--- src/rtl/lsu_pkg.sv ---
// rtl/lsu_pkg.sv - shared types and constants for the load/store unit
package lsu_pkg;

    localparam int DATA_W = 32;

    typedef enum logic [1:0] {
        IDLE = 2'd0,
        REQ  = 2'd1,
        RSP  = 2'd2,
        DONE = 2'd3
    } lsu_state_t;

    localparam logic [2:0] F3_B  = 3'b000;
    localparam logic [2:0] F3_H  = 3'b001;
    localparam logic [2:0] F3_W  = 3'b010;
    localparam logic [2:0] F3_BU = 3'b100;
    localparam logic [2:0] F3_HU = 3'b101;

endpackage

--- src/rtl/lsu_align.sv ---
// rtl/lsu_align.sv - store lane replication, load extraction/extension, legality check
module lsu_align
    import lsu_pkg::*;
(
    input  logic              mem_read,
    input  logic              mem_write,
    input  logic [2:0]        funct3,
    input  logic [1:0]        addr_lo,
    input  logic [DATA_W-1:0] write_data,
    input  logic [2:0]        rsp_funct3,
    input  logic [1:0]        rsp_addr_lo,
    input  logic [DATA_W-1:0] rdata,
    output logic [3:0]        be,
    output logic [DATA_W-1:0] wdata,
    output logic [DATA_W-1:0] load_data,
    output logic              illegal
);

    logic [7:0]  lane_byte;
    logic [15:0] lane_half;

    always_comb begin
        be    = 4'b0000;
        wdata = write_data;
        case (funct3)
            F3_B, F3_BU: begin
                be    = 4'b0001 << addr_lo;
                wdata = {4{write_data[7:0]}};
            end
            F3_H, F3_HU: begin
                be    = addr_lo[1] ? 4'b1100 : 4'b0011;
                wdata = {2{write_data[15:0]}};
            end
            F3_W: be = 4'b1111;
            default: be = 4'b0000;
        endcase
    end

    always_comb begin
        illegal = 1'b0;
        if (mem_read && mem_write)
            illegal = 1'b1;
        case (funct3)
            F3_B, F3_BU: ;
            F3_H, F3_HU: if (addr_lo[0]) illegal = 1'b1;
            F3_W:        if (addr_lo != 2'b00) illegal = 1'b1;
            default:     illegal = 1'b1;
        endcase
        // unsigned sizes only exist for loads
        if (mem_write && (funct3 == F3_BU || funct3 == F3_HU))
            illegal = 1'b1;
    end

    always_comb begin
        case (rsp_addr_lo)
            2'd0:    lane_byte = rdata[7:0];
            2'd1:    lane_byte = rdata[15:8];
            2'd2:    lane_byte = rdata[23:16];
            default: lane_byte = rdata[31:24];
        endcase
        lane_half = rsp_addr_lo[1] ? rdata[31:16] : rdata[15:0];
        case (rsp_funct3)
            F3_B:    load_data = {{24{lane_byte[7]}}, lane_byte};
            F3_BU:   load_data = {24'd0, lane_byte};
            F3_H:    load_data = {{16{lane_half[15]}}, lane_half};
            F3_HU:   load_data = {16'd0, lane_half};
            default: load_data = rdata;
        endcase
    end

endmodule

--- src/rtl/load_store_unit.sv ---
// rtl/load_store_unit.sv - stalling load/store unit between datapath and a slow data memory
module load_store_unit
    import lsu_pkg::*;
#(
    parameter int TIMEOUT = 16,
    parameter int ADDR_W  = 32
) (
    input  logic              clk,
    input  logic              reset,
    input  logic              MemRead,
    input  logic              MemWrite,
    input  logic [2:0]        funct3,
    input  logic [ADDR_W-1:0] ALUResult,
    input  logic [DATA_W-1:0] WriteData,
    output logic [DATA_W-1:0] Read_Data,
    output logic              Stall,
    output logic              access_fault,
    output logic              bus_error,
    output logic              mem_req,
    output logic              mem_we,
    output logic [ADDR_W-1:0] mem_addr,
    output logic [3:0]        mem_be,
    output logic [DATA_W-1:0] mem_wdata,
    input  logic              mem_gnt,
    input  logic              mem_rvalid,
    input  logic [DATA_W-1:0] mem_rdata
);

    localparam int CNT_W = $clog2(TIMEOUT);
    localparam logic [CNT_W-1:0] CNT_LAST = CNT_W'(TIMEOUT - 1);

    lsu_state_t        state, next_state;
    logic [CNT_W-1:0]  cnt;
    logic [2:0]        lat_funct3;
    logic [1:0]        lat_addr_lo;
    logic              access, illegal, abort, capture, launch;
    logic [3:0]        be_c;
    logic [DATA_W-1:0] wdata_c, load_c;

    assign access = MemRead | MemWrite;
    assign launch = (state == IDLE) && access && !illegal;

    lsu_align u_align (
        .mem_read    (MemRead),
        .mem_write   (MemWrite),
        .funct3      (funct3),
        .addr_lo     (ALUResult[1:0]),
        .write_data  (WriteData),
        .rsp_funct3  (lat_funct3),
        .rsp_addr_lo (lat_addr_lo),
        .rdata       (mem_rdata),
        .be          (be_c),
        .wdata       (wdata_c),
        .load_data   (load_c),
        .illegal     (illegal)
    );

    always_ff @(posedge clk or posedge reset) begin
        if (reset)
            state <= IDLE;
        else
            state <= next_state;
    end

    always_comb begin
        next_state = state;
        Stall      = 1'b0;
        mem_req    = 1'b0;
        abort      = 1'b0;
        capture    = 1'b0;
        case (state)
            IDLE: begin
                if (access) begin
                    Stall      = 1'b1;
                    next_state = illegal ? DONE : REQ;
                end
            end
            REQ: begin
                Stall   = 1'b1;
                mem_req = 1'b1;
                if (mem_gnt)
                    next_state = mem_we ? DONE : RSP;
                else if (cnt == CNT_LAST) begin
                    abort      = 1'b1;
                    next_state = DONE;
                end
            end
            RSP: begin
                Stall = 1'b1;
                if (mem_rvalid) begin
                    capture    = 1'b1;
                    next_state = DONE;
                end else if (cnt == CNT_LAST) begin
                    abort      = 1'b1;
                    next_state = DONE;
                end
            end
            default: next_state = IDLE;
        endcase
    end

    // counter restarts whenever a wait state is entered fresh
    always_ff @(posedge clk or posedge reset) begin
        if (reset)
            cnt <= '0;
        else if ((next_state == REQ && state != REQ) || (next_state == RSP && state != RSP))
            cnt <= '0;
        else if (state == REQ || state == RSP)
            cnt <= cnt + 1'b1;
    end

    always_ff @(posedge clk or posedge reset) begin
        if (reset) begin
            mem_we       <= 1'b0;
            mem_addr     <= '0;
            mem_be       <= 4'b0000;
            mem_wdata    <= '0;
            lat_funct3   <= 3'b000;
            lat_addr_lo  <= 2'b00;
            Read_Data    <= '0;
            access_fault <= 1'b0;
            bus_error    <= 1'b0;
        end else begin
            access_fault <= (state == IDLE) && access && illegal;
            bus_error    <= abort;
            if (launch) begin
                mem_we      <= MemWrite;
                mem_addr    <= {ALUResult[ADDR_W-1:2], 2'b00};
                mem_be      <= be_c;
                mem_wdata   <= wdata_c;
                lat_funct3  <= funct3;
                lat_addr_lo <= ALUResult[1:0];
            end
            if (abort)
                Read_Data <= '0;
            else if (capture)
                Read_Data <= load_c;
        end
    end

endmodule

--- config.mk ---
export PLATFORM = sky130hd
export DESIGN_NAME = load_store_unit
export DESIGN_NICKNAME = d
export VERILOG_FILES = /design/src/rtl/lsu_pkg.sv /design/src/rtl/lsu_align.sv /design/src/rtl/load_store_unit.sv
export SDC_FILE = /design/constraint.sdc
export NUM_CORES = 1
export LEC_CHECK = 0
export ABC_AREA = 1
export CAP_MARGIN = 30
export CELL_PAD_IN_SITES_DETAIL_PLACEMENT = 1
export CELL_PAD_IN_SITES_GLOBAL_PLACEMENT = 1
export CORE_ASPECT_RATIO = 1.1
export CORE_MARGIN = 2
export CORE_UTILIZATION = 28
export CTS_BUF_LIST = sky130_fd_sc_hd__clkbuf_4 sky130_fd_sc_hd__clkbuf_8 sky130_fd_sc_hd__clkbuf_16
export DETAILED_ROUTE_END_ITERATION = 16
export GPL_ROUTABILITY_DRIVEN = 0
export HOLD_SLACK_MARGIN = 0.15
export PLACE_DENSITY_LB_ADDON = 0.1
export SLEW_MARGIN = 20
export SYNTH_ARGS = -nofsm -noshare
export SYNTH_HDL_FRONTEND = slang
export SYNTH_SLANG_ARGS = --single-unit
--- constraint.sdc ---
create_clock -name clk -period 3.6 [get_ports clk]
set_input_delay 0.54 -clock clk [delete_from_list [all_inputs] [get_ports clk]]
set_output_delay 0.54 -clock clk [all_outputs]
set_load 0.02 [all_outputs]
==> results.txt, run 1 <==
The run finished with clean final reports. In this run the remaining antenna-violating nets after routing total 0. The mapped cell area is 5530 um^2. The total wirelength of the detailed-routed design came out at 19900 um. Yosys printed 0 warnings. The H-tree generated during clock tree synthesis spans 3 levels. The total CTS buffers is 9. The maximum number of pins on one net before global-route repair came out at 94. The total of endpoints with negative setup slack in the final report came out at 0.

In the routed design, unresolved DRC markers number 0. The reg-to-reg critical path endpoint is Read_Data[31]$_DFFE_PP0P_. The number of buffers added on ports is slightly above 200. The power per cell area is between 800 and 900 nW/um^2.

The worst setup path is of the in2out kind. The total routing resource utilization after global routing is 19.3%. The worst clock skew came out at 0.00971 ns. In this run the count of I/O pins placed on the die edge is 210. The final period demand of the worst path is roughly 2.8 ns. The count of flip-flops with a built-in enable after synthesis came out at 0. The first detailed-routing pass ran for 4 iterations. The register bit count reported by yosys came out at 112. Dividing the detail-routed wire length by the instance count gives 17.1 um. The clock reaches the later pin of the worst-skew pair after about 0.36 ns. The leading register cell type out of synthesis is sky130_fd_sc_hd__dfrtp_1.

The average vias per placed instance is around 4.7. Clock-pin slew was measured on the worst setup and hold paths at 0.08 ns. The region available for standard cell placement spans 19200 um^2. The TritonCTS clock tree is built. Averaged over all synthesized cells, the footprint is 7.68 um^2.

The most critical setup path has its endpoint at Stall. The number of max-slew violations in the final report was 0. The share of the Yosys chip area taken by registers is 50.7%. The number of rows created at floorplan came out at 53. The width of the die is 138 um. The total setup buffers inserted after CTS is 0. The total die area came out at between 20000 and 25000 um^2. The leakage component of the power is 0.00386 uW. The tree is rooted in a sky130_fd_sc_hd__clkbuf_16.

The number of sinks handled by clock tree synthesis is ~110. The final route contains between 5000 and 6000 vias. The worst-case headroom to the max-slew limit came out at 36.2%. The proportion of layout cells with a drive suffix above 1 is around 4.2%. The net total in the final layout came out at 1019. The launch instance of the worst register-to-register path is state[1]$_DFF_PP0_. VDD sags by at most 337 uV.

The cts-stage hold buffer count is 0. The required time at the worst-slack endpoint came out at about 3.1 ns. For the final routed database, the setup TNS stands at 0 ns. The violation count after the first detailed-route iteration is 202. For this configuration, the core starts out at a cell density of between 20% and 30%. The antenna cell count is 0.

In this run the worst hold path is classified as reg2reg. The largest fanout on the critical path is 4. The endpoint kind of the worst setup timing path is an output pin. The pin slew with the least headroom to its limit is 0.956 ns. After layout, the design draws a total of roughly 6900 uW. The wire length of the first global-routing pass is 32100 um. Tracing the worst setup path back leads to its startpoint at MemWrite.

After technology mapping, the gate count stands at around 700. The path depth of the worst reg2reg path came out at 11. The internal reg-to-reg setup slack is 1.38 ns.

The number of antenna violations at the first check in global routing came out at 0. The via count of the first global-routing pass came out at 6022. The buffer depth of the longest clock path came out at 2.

The tool flagged a number of max-cap violations equal to 0. The final cycle utilization of the critical path is 76.7%. Setup repair after global routing left no endpoint under its margin. The highest attainable clock frequency came out at 0.362 GHz. The total congestion overflow after global routing came out at 0. Data on the critical path arrives at its endpoint at 2.22 ns. The half-perimeter wire length after placement came out at 14700 um. The number of gates resized after cts came out at 0.

The share of flip-flops with an asynchronous set or reset came out at 100%. The number of hold violations in the final report is 0. The fill cell instance count of the final layout is 2322. The element type at the critical path start is an input port. From synthesis to final layout, the design area changed by 47.0%. The post-synthesis cell type count is 33. The overall die height is approximately 150 um.
-- power by group --
| group | switching (uW) | leakage, uW | internal (uW) |
|---|---|---|---|
| logic | 2040 | 0.00230 | 1560 |
| clock network | 504 | 0.000158 | 619 |
| registers | 412 | 0.00140 | 1810 |
| total | 2960 | 0.00386 | 3990 |
-- layout make-up --
class / count / area (um^2) / share of cell area [%]
sequential: 112 / 2800 / 34.5
multi-input combinational: 532 / 2400 / 29.6
timing repair buffer: 213 / 2130 / 26.2
tap: 247 / 309 / 3.80
clock buffer: 9 / 225 / 2.77
inverter: 41 / 156 / 1.92
clock inverter: 7 / 101 / 1.25
-- how the worst min path moves through the flow --
stage	slack [ns]	endpoint	start	cells after the start
2_1_floorplan	0.53	cnt[1]$_DFFE_PP0P_	cnt[1]$_DFFE_PP0P_	2
3_3_place_gp	0.46	mem_addr[19]$_DFFE_PP0P_	mem_addr[19]$_DFFE_PP0P_	2
3_5_place_dp	0.46	mem_addr[21]$_DFFE_PP0P_	mem_addr[21]$_DFFE_PP0P_	2
4_1_cts	0.49	Read_Data[13]$_DFFE_PP0P_	Read_Data[13]$_DFFE_PP0P_	2
5_1_grt	0.52	Read_Data[9]$_DFFE_PP0P_	Read_Data[9]$_DFFE_PP0P_	2
6_report	0.48	mem_addr[15]$_DFFE_PP0P_	mem_addr[15]$_DFFE_PP0P_	2
-- worst max-delay path: stages --
cell and delay (ns):
sky130_fd_sc_hd__clkdlybuf4s50_1 0.59, sky130_fd_sc_hd__o21ai_0 0.12, sky130_fd_sc_hd__inv_1 0.15, sky130_fd_sc_hd__nor2_1 0.06, sky130_fd_sc_hd__nor2_1 0.13, sky130_fd_sc_hd__clkdlybuf4s50_1 0.62
-- registers in the layout, indices dropped and copies added, names as in the netlist --
name / flops
mem_wdata: 32
mem_addr: 30
bus_error: 1
cnt: 4
access_fault: 1
mem_be: 4
mem_we: 1
Read_Data: 32
lat_addr_lo: 2
state: 2
lat_funct3: 3
-- synth_stat cells, drive strengths merged (2+ instances only) --
library cell  number  area share (%)
nand2            282              19
dfrtp            112              51
nor2              76             5.5
o21ai             69             6.2
inv               41             2.8
a21oi             38             3.5
nand3             26             2.7
buf               24             2.5
clkbuf            12            0.81
o211ai             9             1.3
a2bb2oi            8             1.3
ha                 5             1.1
a31oi              4            0.45
nand4              3            0.61
o21a               3            0.41
or2                2            0.23
xor2               2            0.32
-- cell families (layout without fill, tap and decap cells) --
kind of cell | count (synthesis) | count (layout) | synth area share, %
xor gates and xnor gates | 3 | 3 | 0.475
buffers and inverters | 77 | 270 | 6.06
AOI/OAI and AO/OA | 132 | 132 | 13.3
DFF | 112 | 112 | 50.7
other | 1 | 2 | 0.0678
muxes | 1 | 1 | 0.181
and+or+nand+nor | 389 | 389 | 28.1
adders and majority gates | 5 | 5 | 1.13
-- per-stage QoR --
step	util (%)	setup slack (ns)	cell area, um^2	std cells	hold slack (ns)
finish	42.3	0.840	8130	1161	0.483
global placement	40.6	0.757	7800	1145	0.463
global route	42.3	0.689	8130	1161	0.518
CTS	42.3	0.766	8130	1161	0.489
floorplan	-	0.101	5540	721	0.529
detailed placement	40.6	0.769	7800	1145	0.465
-- cells in the final DEF (no fill, tap or decap), types with 9 or more instances in the layout --
cell type / instances
sky130_fd_sc_hd__clkbuf_16: 9
sky130_fd_sc_hd__inv_1: 34
sky130_fd_sc_hd__nor2_1: 73
sky130_fd_sc_hd__clkdlybuf4s50_1: 207
sky130_fd_sc_hd__a21oi_1: 37
sky130_fd_sc_hd__nand2_1: 282
sky130_fd_sc_hd__o21ai_0: 45
sky130_fd_sc_hd__nand3_1: 24
sky130_fd_sc_hd__dfrtp_1: 112
sky130_fd_sc_hd__o21ai_1: 24
-- metal layers --
metal / wire length, um / global-route usage [%]
met4: 418 / 6.84
met1: 8230 / 23.0
met5: 0 / 0
met3: 1540 / 5.98
met2: 9680 / 33.3
Power figures use the tool's default switching activity.
==> run 2: changes to the inputs <==
Settings changed: CORE_UTILIZATION 28 to 31.
Clock period 3.6 ns to 2.55 ns, I/O delays scaled along.
==> run 2 against run 1 <==
Net effect:
- routed wire length is 3.8% lower
- cell count is 0.17% lower
- combinational power is 43% higher
- die area is 9.4% lower
- cell area is 0.43% higher
- register-to-register slack worse by 0.87 ns
- global-route usage is 1.1 points higher
- first-iteration DRC count is 2.5% higher
- power is 38% higher
- sequential share of layout area is 0.15 points lower
- critical endpoint unchanged
- highest routed layer unchanged
==> results.txt, run 2 (synthesized netlist as in run 1, its figures left out) <==
The worst register-to-register path begins at state[1]$_DFF_PP0_. The total DRC errors in the routed layout was 0 (unchanged). The power per cell area is 1170 nW/um^2 (+38%).

The number of hold violations in the final report is 0 (unchanged). The largest vdd supply drop came out at 569 uV (+69%). The share of total power consumed by net switching came out at 42.8% (+0.21 points). Walking the worst path, the cells encountered are inv_1, ha_1, o21ai_0, inv_1, nor2_1, nor2_1, dlygate4sd2_1.

Leaving out fill and tap cells, the most frequent cells in the layout are 282 x sky130_fd_sc_hd__nand2_1, 206 x sky130_fd_sc_hd__clkdlybuf4s50_1, 112 x sky130_fd_sc_hd__dfrtp_1. The total buffers and inverters traversed by the critical path is 3 (unchanged). The final total negative setup slack came out at 0 ns (unchanged). The number of gates resized after cts came out at 1 (+1). The required time at the worst-slack endpoint was 2.17 ns (-0.89 ns). The number of sinks handled by clock tree synthesis is 112 (unchanged). The width of the die came to 131 um (-4.8%).

The number of iterations in the first detailed-routing pass came out at 4 (unchanged). The post-place instance area came out at 7890 um^2 (+1.1%). The violation count after the first detailed-route iteration is 207 (+2.5%). The via count of the first global-routing pass is 5969 (-0.88%). On the critical path, the stage with the largest delay is an instance of sky130_fd_sc_hd__dfrtp_1. Setup repair after global routing left no endpoint under its margin. Subtracting the final worst setup slack from the clock period gives 2.23 ns. The source of the critical timing path is state[0]$_DFF_PP0_.

The total CTS buffers is 9 (unchanged). The number of rows created at floorplan is 51 (-3.8%). The net total in the final layout is 1027 (+0.79%). The average vias per placed instance came out at 4.77 (+0.55%).

The maximum single-stage delay on the critical path came to 0.40 ns (-0.22 ns). The worst setup path is captured at an output pin. The cts-stage hold buffer count is 0 (unchanged).

The count of max-cap constraint violations is 0 (unchanged). The initial cell density of the core is 31.4% (+2.6 points). The number of buffers added on ports is 207 (unchanged).

The largest fanout on the critical path was 4 (unchanged). The via count is 5530 (+0.38%). The total die area came out at 18900 um^2 (-9.4%). The clock power share came out at 14.0% (-2.2 points). The insertion delay to the later sink of the worst-skew pair is 0.35 ns (about the same). STA classifies the critical path startpoint as a register.

The leakage component of the power came out at 0.00389 uW (+0.61%). From synthesis to final layout, the design area changed by 47.6%. The largest registers in the layout are Read_Data: 32 flops, mem_wdata: 32 flops, mem_addr: 30 flops. The wire length per cell is 16.5 um (-3.7%).

The worst clock skew came to 0.0103 ns (+0.000570 ns). The final cycle utilization of the critical path is between 80% and 90%. The proportion of layout cells with a drive suffix above 1 is 4.89% (+0.73 points).

The final instance area is 8160 um^2 (+0.43%). The cell internal power dissipation is 5490 uW (+38%). The total routing resource utilization after global routing came out at 20.4% (+1.1 points).

The overall die height is 144 um (-4.8%). TritonCTS built the clock tree. The number of max-slew violations in the final report came out at 0 (unchanged). The net switching power came out at 4100 uW (+39%). The number of I/O pins is 210 (unchanged).

The total number of H-tree levels is 3 (unchanged). The total congestion overflow after global routing came to 0 (unchanged). The number of nets with antenna violations after detailed routing is 0 (unchanged).

The data arrival time of the critical path is 1.84 ns (-0.38 ns). The library cell used most frequently in the layout, excluding fill and tap cells, is sky130_fd_sc_hd__nand2_1. The core area came out at 17600 um^2 (-8.4%). The maximum number of pins on one net before global-route repair was 62 (-34%). The buffer depth of the longest clock path is 2 (unchanged). The antenna cell count is 0 (unchanged). The cell sitting at the root of the clock tree is a sky130_fd_sc_hd__clkbuf_16. The clock-pin slew on the worst setup and hold paths came out at 0.07 ns (about the same).

The number of antenna violations at the first check in global routing came out at 0 (unchanged). The highest attainable clock frequency is around 0.45 GHz. The critical path in this run is classified as reg2out.

The relative contribution of sequential cells to total power is 32.5% (+0.5 points). The total setup buffers inserted after CTS is 0 (unchanged). The wire length of the first global-routing pass is 30700 um (-4.6%). The cell family contributing the most delay on the critical path is buffers and inverters. The combinational cell fraction of total power came out at 53.5% (+1.7 points). The half-perimeter wire length after placement is 14600 um (-0.69%).

The run finished with clean final reports. The total wirelength of the detailed-routed design came out at 19100 um (-3.8%). The total of endpoints with negative setup slack in the final report is 0 (unchanged). The kind of path behind the tightest hold check is in2async.
[run 2: power groups by stage]
stage / registers (uW) / logic [uW] / clock network [uW]
after floorplan: 3860 / 2090 / 0
after global placement: 3110 / 5060 / 0
after detailed placement: 3150 / 5200 / 0
after CTS: 3140 / 5210 / 1400
after global routing: 3230 / 5630 / 1470
final: 3120 / 5130 / 1340
[run 2: final cells by class]
class                           count  area [um^2]
Multi-Input combinational cell    532         2400
Sequential cell                   112         2800
Fill cell                        2157         9450
Tap cell                          238          298
Timing Repair Buffer              221         2230
Clock inverter                      4         28.8
Inverter                           41          158
Clock buffer                       11          246
[run 2: stage by stage]
step                      cells  util, %  hold WS (ns)  worst slack, ns  total power [uW]
after floorplan             721        -         0.492            0.810              5950
after global placement     1144     44.8         0.463            0.272              8170
after detailed placement   1144     44.8         0.464            0.233              8350
after CTS                  1159     46.4         0.402            0.265              9750
after global routing       1159     46.4         0.431            0.174             10300
final                      1159     46.4         0.395            0.323              9590
[run 2: worst register-to-register path, stage by stage (launching register included)]
cell and delay [ns]:
sky130_fd_sc_hd__dfrtp_1 0.43, sky130_fd_sc_hd__inv_1 0.09, sky130_fd_sc_hd__ha_1 0.44, sky130_fd_sc_hd__nand2_1 0.09
sky130_fd_sc_hd__nor2_1 0.10, sky130_fd_sc_hd__nand2_1 0.07, sky130_fd_sc_hd__inv_2 0.10, sky130_fd_sc_hd__nor2_4 0.04
sky130_fd_sc_hd__inv_2 0.31, sky130_fd_sc_hd__a21oi_1 0.11, sky130_fd_sc_hd__nand2_1 0.09, sky130_fd_sc_hd__nand2_1 0.05
[run 2: metal layers]
metal	up-vias	GRT usage, %	wire, um
li1	2692	-	-
met4	0	5.66	245
met1	2663	23.4	7750
met3	16	6.66	1340
met5	-	0	0
met2	159	36.8	9760
[run 2: path summary, 6_finish.rpt]
path	to	slack (ns)	cells past startpoint
setup / recovery	Stall	0.32	7
hold / removal	mem_wdata[30]$_DFFE_PP0P_	0.39	2
hold reg to reg	Read_Data[17]$_DFFE_PP0P_	0.48	2
min in group clk	Read_Data[17]$_DFFE_PP0P_	0.48	2
max in group asynchronous	lat_funct3[2]$_DFFE_PP0P_	1.56	3
setup reg to reg	Read_Data[31]$_DFFE_PP0P_	0.51	11
==> run 3: changes to the inputs <==
Settings changed: CAP_MARGIN 30 to not set, SETUP_SLACK_MARGIN set to 0.5.
==> run 3 against run 2 <==
Net effect:
- register-to-register slack gained 0.21 ns
- combinational power is essentially flat
- fmax grew 15%
- cell area grew 0.11%
- power grew 0.23%
- highest routed layer unchanged
- non-clock buffer count grew 1
- largest power group unchanged
- largest cell class unchanged
- critical endpoint unchanged
==> results.txt, run 3 (synthesized netlist as in run 1, its figures left out) <==
The run finished with clean final reports. Setup repair after global routing left no endpoint under its margin. The number of buffers added on ports was 207 (unchanged). The leakage component of the power was 0.00389 uW (+0.11%). The buffer depth of the longest clock path came out at 2 (unchanged). The cell total after placement was 1144 (unchanged). STA classifies the critical path endpoint as an output pin.

The top cell types in the final layout, fill and taps aside, are 282 x sky130_fd_sc_hd__nand2_1, 205 x sky130_fd_sc_hd__clkdlybuf4s50_1, 111 x sky130_fd_sc_hd__dfrtp_1. The total CTS buffers came out at 9 (unchanged). The internal reg-to-reg setup slack came out at 0.72 ns (+0.21 ns). The global routing usage on met2 came out at 36.9% (+0.083 points). The worst clock skew came out at 0.0114 ns (+0.00111 ns). The data arrival time of the critical path is 1.56 ns (-0.28 ns). The number of rows created at floorplan came out at 51 (unchanged). The total congestion overflow after global routing came to 0 (unchanged). The final total negative setup slack is 0 ns (unchanged). The launch instance of the worst register-to-register path is state[1]$_DFF_PP0_.

The clock-pin slew on the worst setup and hold paths was 0.07 ns (about the same). The count of max-cap constraint violations came to 0 (unchanged). The via count was 5553 (+0.42%). The path depth of the worst reg2reg path is 11 (unchanged). The number of sinks handled by clock tree synthesis is 112 (unchanged). The clock tree root buffer cell is sky130_fd_sc_hd__clkbuf_16.

The met1 usage came out at 23.4% (about the same). The total number of H-tree levels is 3 (unchanged). The wire length per cell came out at 16.5 um (+0.34%). The net total in the final layout is 1028 (+0.097%). The width of the die was 131 um (unchanged). The average vias per placed instance is 4.79 (+0.33%). The via count of the first global-routing pass came out at 5983 (+0.23%). In this run the worst setup path terminates at Stall. The number of max-slew violations in the final report is 0 (unchanged). The overall die height came out at 144 um (unchanged). The total power draw is 9610 uW (+0.23%). The initial cell density of the core came to 31.4% (unchanged).

The critical path starts at state[1]$_DFF_PP0_. The number of cells in the finished layout apart from fillers is 1160 (+0.086%). The proportion of layout cells with a drive suffix above 1 is 5.42% (+0.54 points). The number of hold violations in the final report came to 0 (unchanged). The TritonCTS clock tree is built. The maximum number of pins on one net before global-route repair is 62 (unchanged). The largest vdd supply drop came out at 569 uV (about the same). The fill cell instance count of the final layout came out at 2157 (unchanged). The power per cell area is 1180 nW/um^2 (+0.12%). The largest registers in the layout are Read_Data: 32 flops, mem_wdata: 32 flops, mem_addr: 30 flops. The number of iterations in the first detailed-routing pass was 4 (unchanged). The highest attainable clock frequency came out at 0.516 GHz (+15%). The critical path in this run is classified as reg2out. The final period demand of the worst path is 1.94 ns (-0.289 ns).

The number of nets with antenna violations after detailed routing is 0 (unchanged). The wire length of the first global-routing pass came out at 30700 um (+0.13%). The total wirelength of the detailed-routed design is 19200 um (+0.43%). The final hold slack is 0.393 ns (-0.00159 ns). The total routing resource utilization after global routing came to 20.4% (+0.031 points). The final cycle utilization of the critical path is 76.0% (-11 points). The largest fanout on the critical path was 6 (+2). The worst hold path belongs to the class in2async.

The violation count after the first detailed-route iteration is 190 (-8.2%). The number of antenna violations at the first check in global routing came out at 0 (unchanged). The post-synthesis to final-layout area growth is 47.7%. The half-perimeter wire length after placement came out at 14600 um (unchanged). The total of endpoints with negative setup slack in the final report was 0 (unchanged). The most congested layer reported by global routing is met2. The insertion delay to the later sink of the worst-skew pair is 0.35 ns (about the same).

The number of I/O pins came to 210 (unchanged). The required time at the worst-slack endpoint came out at 2.17 ns (about the same). The core area came to 17600 um^2 (unchanged). The total DRC errors in the routed layout came out at 0 (unchanged). The most common cell after layout, fill and taps aside is sky130_fd_sc_hd__nand2_1. The antenna cell count is 0 (unchanged). The total die area came out at 18900 um^2 (unchanged).

The fraction of met3 tracks used by global routing is 6.66% (unchanged). The element type at the critical path start is a register. The reg-to-reg critical path endpoint is Read_Data[31]$_DFFE_PP0P_.
run 3: changes by cell type in the layout (fill, tap and decap cells not counted):
| cell | delta |
|---|---|
| sky130_fd_sc_hd__inv_4 | +1 |
| sky130_fd_sc_hd__dfrtp_2 | +1 |
| sky130_fd_sc_hd__dfrtp_1 | -1 |
| sky130_fd_sc_hd__inv_1 | -1 |
| sky130_fd_sc_hd__ha_1 | -1 |
| sky130_fd_sc_hd__buf_4 | +1 |
| sky130_fd_sc_hd__ha_2 | +1 |
| sky130_fd_sc_hd__buf_2 | +1 |
| sky130_fd_sc_hd__clkdlybuf4s50_1 | -1 |
run 3: through the flow:
step | setup WS (ns) | instance area (um^2) | utilization (%)
CTS | 0.415 | 8180 | 46.4
detailed placement | 0.233 | 7890 | 44.8
floorplan | 0.810 | 5540 | -
global placement | 0.272 | 7890 | 44.8
finish | 0.612 | 8170 | 46.4
global route | 0.524 | 8170 | 46.4
run 3: worst min-delay path by stage:
stage	slack, ns	cells after the start	to
6_report	0.39	2	mem_wdata[30]$_DFFE_PP0P_
5_1_grt	0.43	2	mem_wdata[30]$_DFFE_PP0P_
3_5_place_dp	0.46	2	Read_Data[17]$_DFFE_PP0P_
4_1_cts	0.40	2	mem_wdata[30]$_DFFE_PP0P_
2_1_floorplan	0.49	2	lat_funct3[0]$_DFFE_PP0P_
3_3_place_gp	0.46	2	mem_addr[20]$_DFFE_PP0P_
run 3: timing repair:
action,CTS,global route
resized for setup,5,5
endpoints found under the setup margin,9,24
endpoints found under the hold margin,0,0
hold buffers,0,0
setup buffers,1,0
run 3: layout make-up:
| class | instances | area, um^2 | area share [%] |
|---|---|---|---|
| flip-flops and latches | 112 | 2800 | 34.3 |
| multi-input cells | 532 | 2410 | 29.5 |
| inverters | 41 | 160 | 1.96 |
| well taps | 238 | 298 | 3.64 |
| repair buffers | 222 | 2230 | 27.3 |
| clock inverters | 4 | 28.8 | 0.352 |
| clock buffers | 11 | 246 | 3.02 |
run 3: power breakdown:
| part | internal, uW | total (uW) | leakage [uW] | switching [uW] |
|---|---|---|---|---|
| logic | 2230 | 5150 | 0.00236 | 2910 |
| registers | 2560 | 3120 | 0.00140 | 556 |
| clock network | 698 | 1350 | 0.000131 | 647 |
| total | 5500 | 9610 | 0.00389 | 4120 |
run 3: metal layers:
layer,share of wire (%),vias to the layer above
met4,1.5,0
met3,7.2,19
li1,-,2691
met5,0,-
met1,40,2680
met2,51,163
run 3: worst max-delay path, stage by stage, from the launching register on:
cell and delay, ns:
sky130_fd_sc_hd__dfrtp_2 0.41, sky130_fd_sc_hd__inv_1 0.07, sky130_fd_sc_hd__ha_2 0.42, sky130_fd_sc_hd__nor2_1 0.07, sky130_fd_sc_hd__nor2_1 0.08, sky130_fd_sc_hd__buf_2 0.16
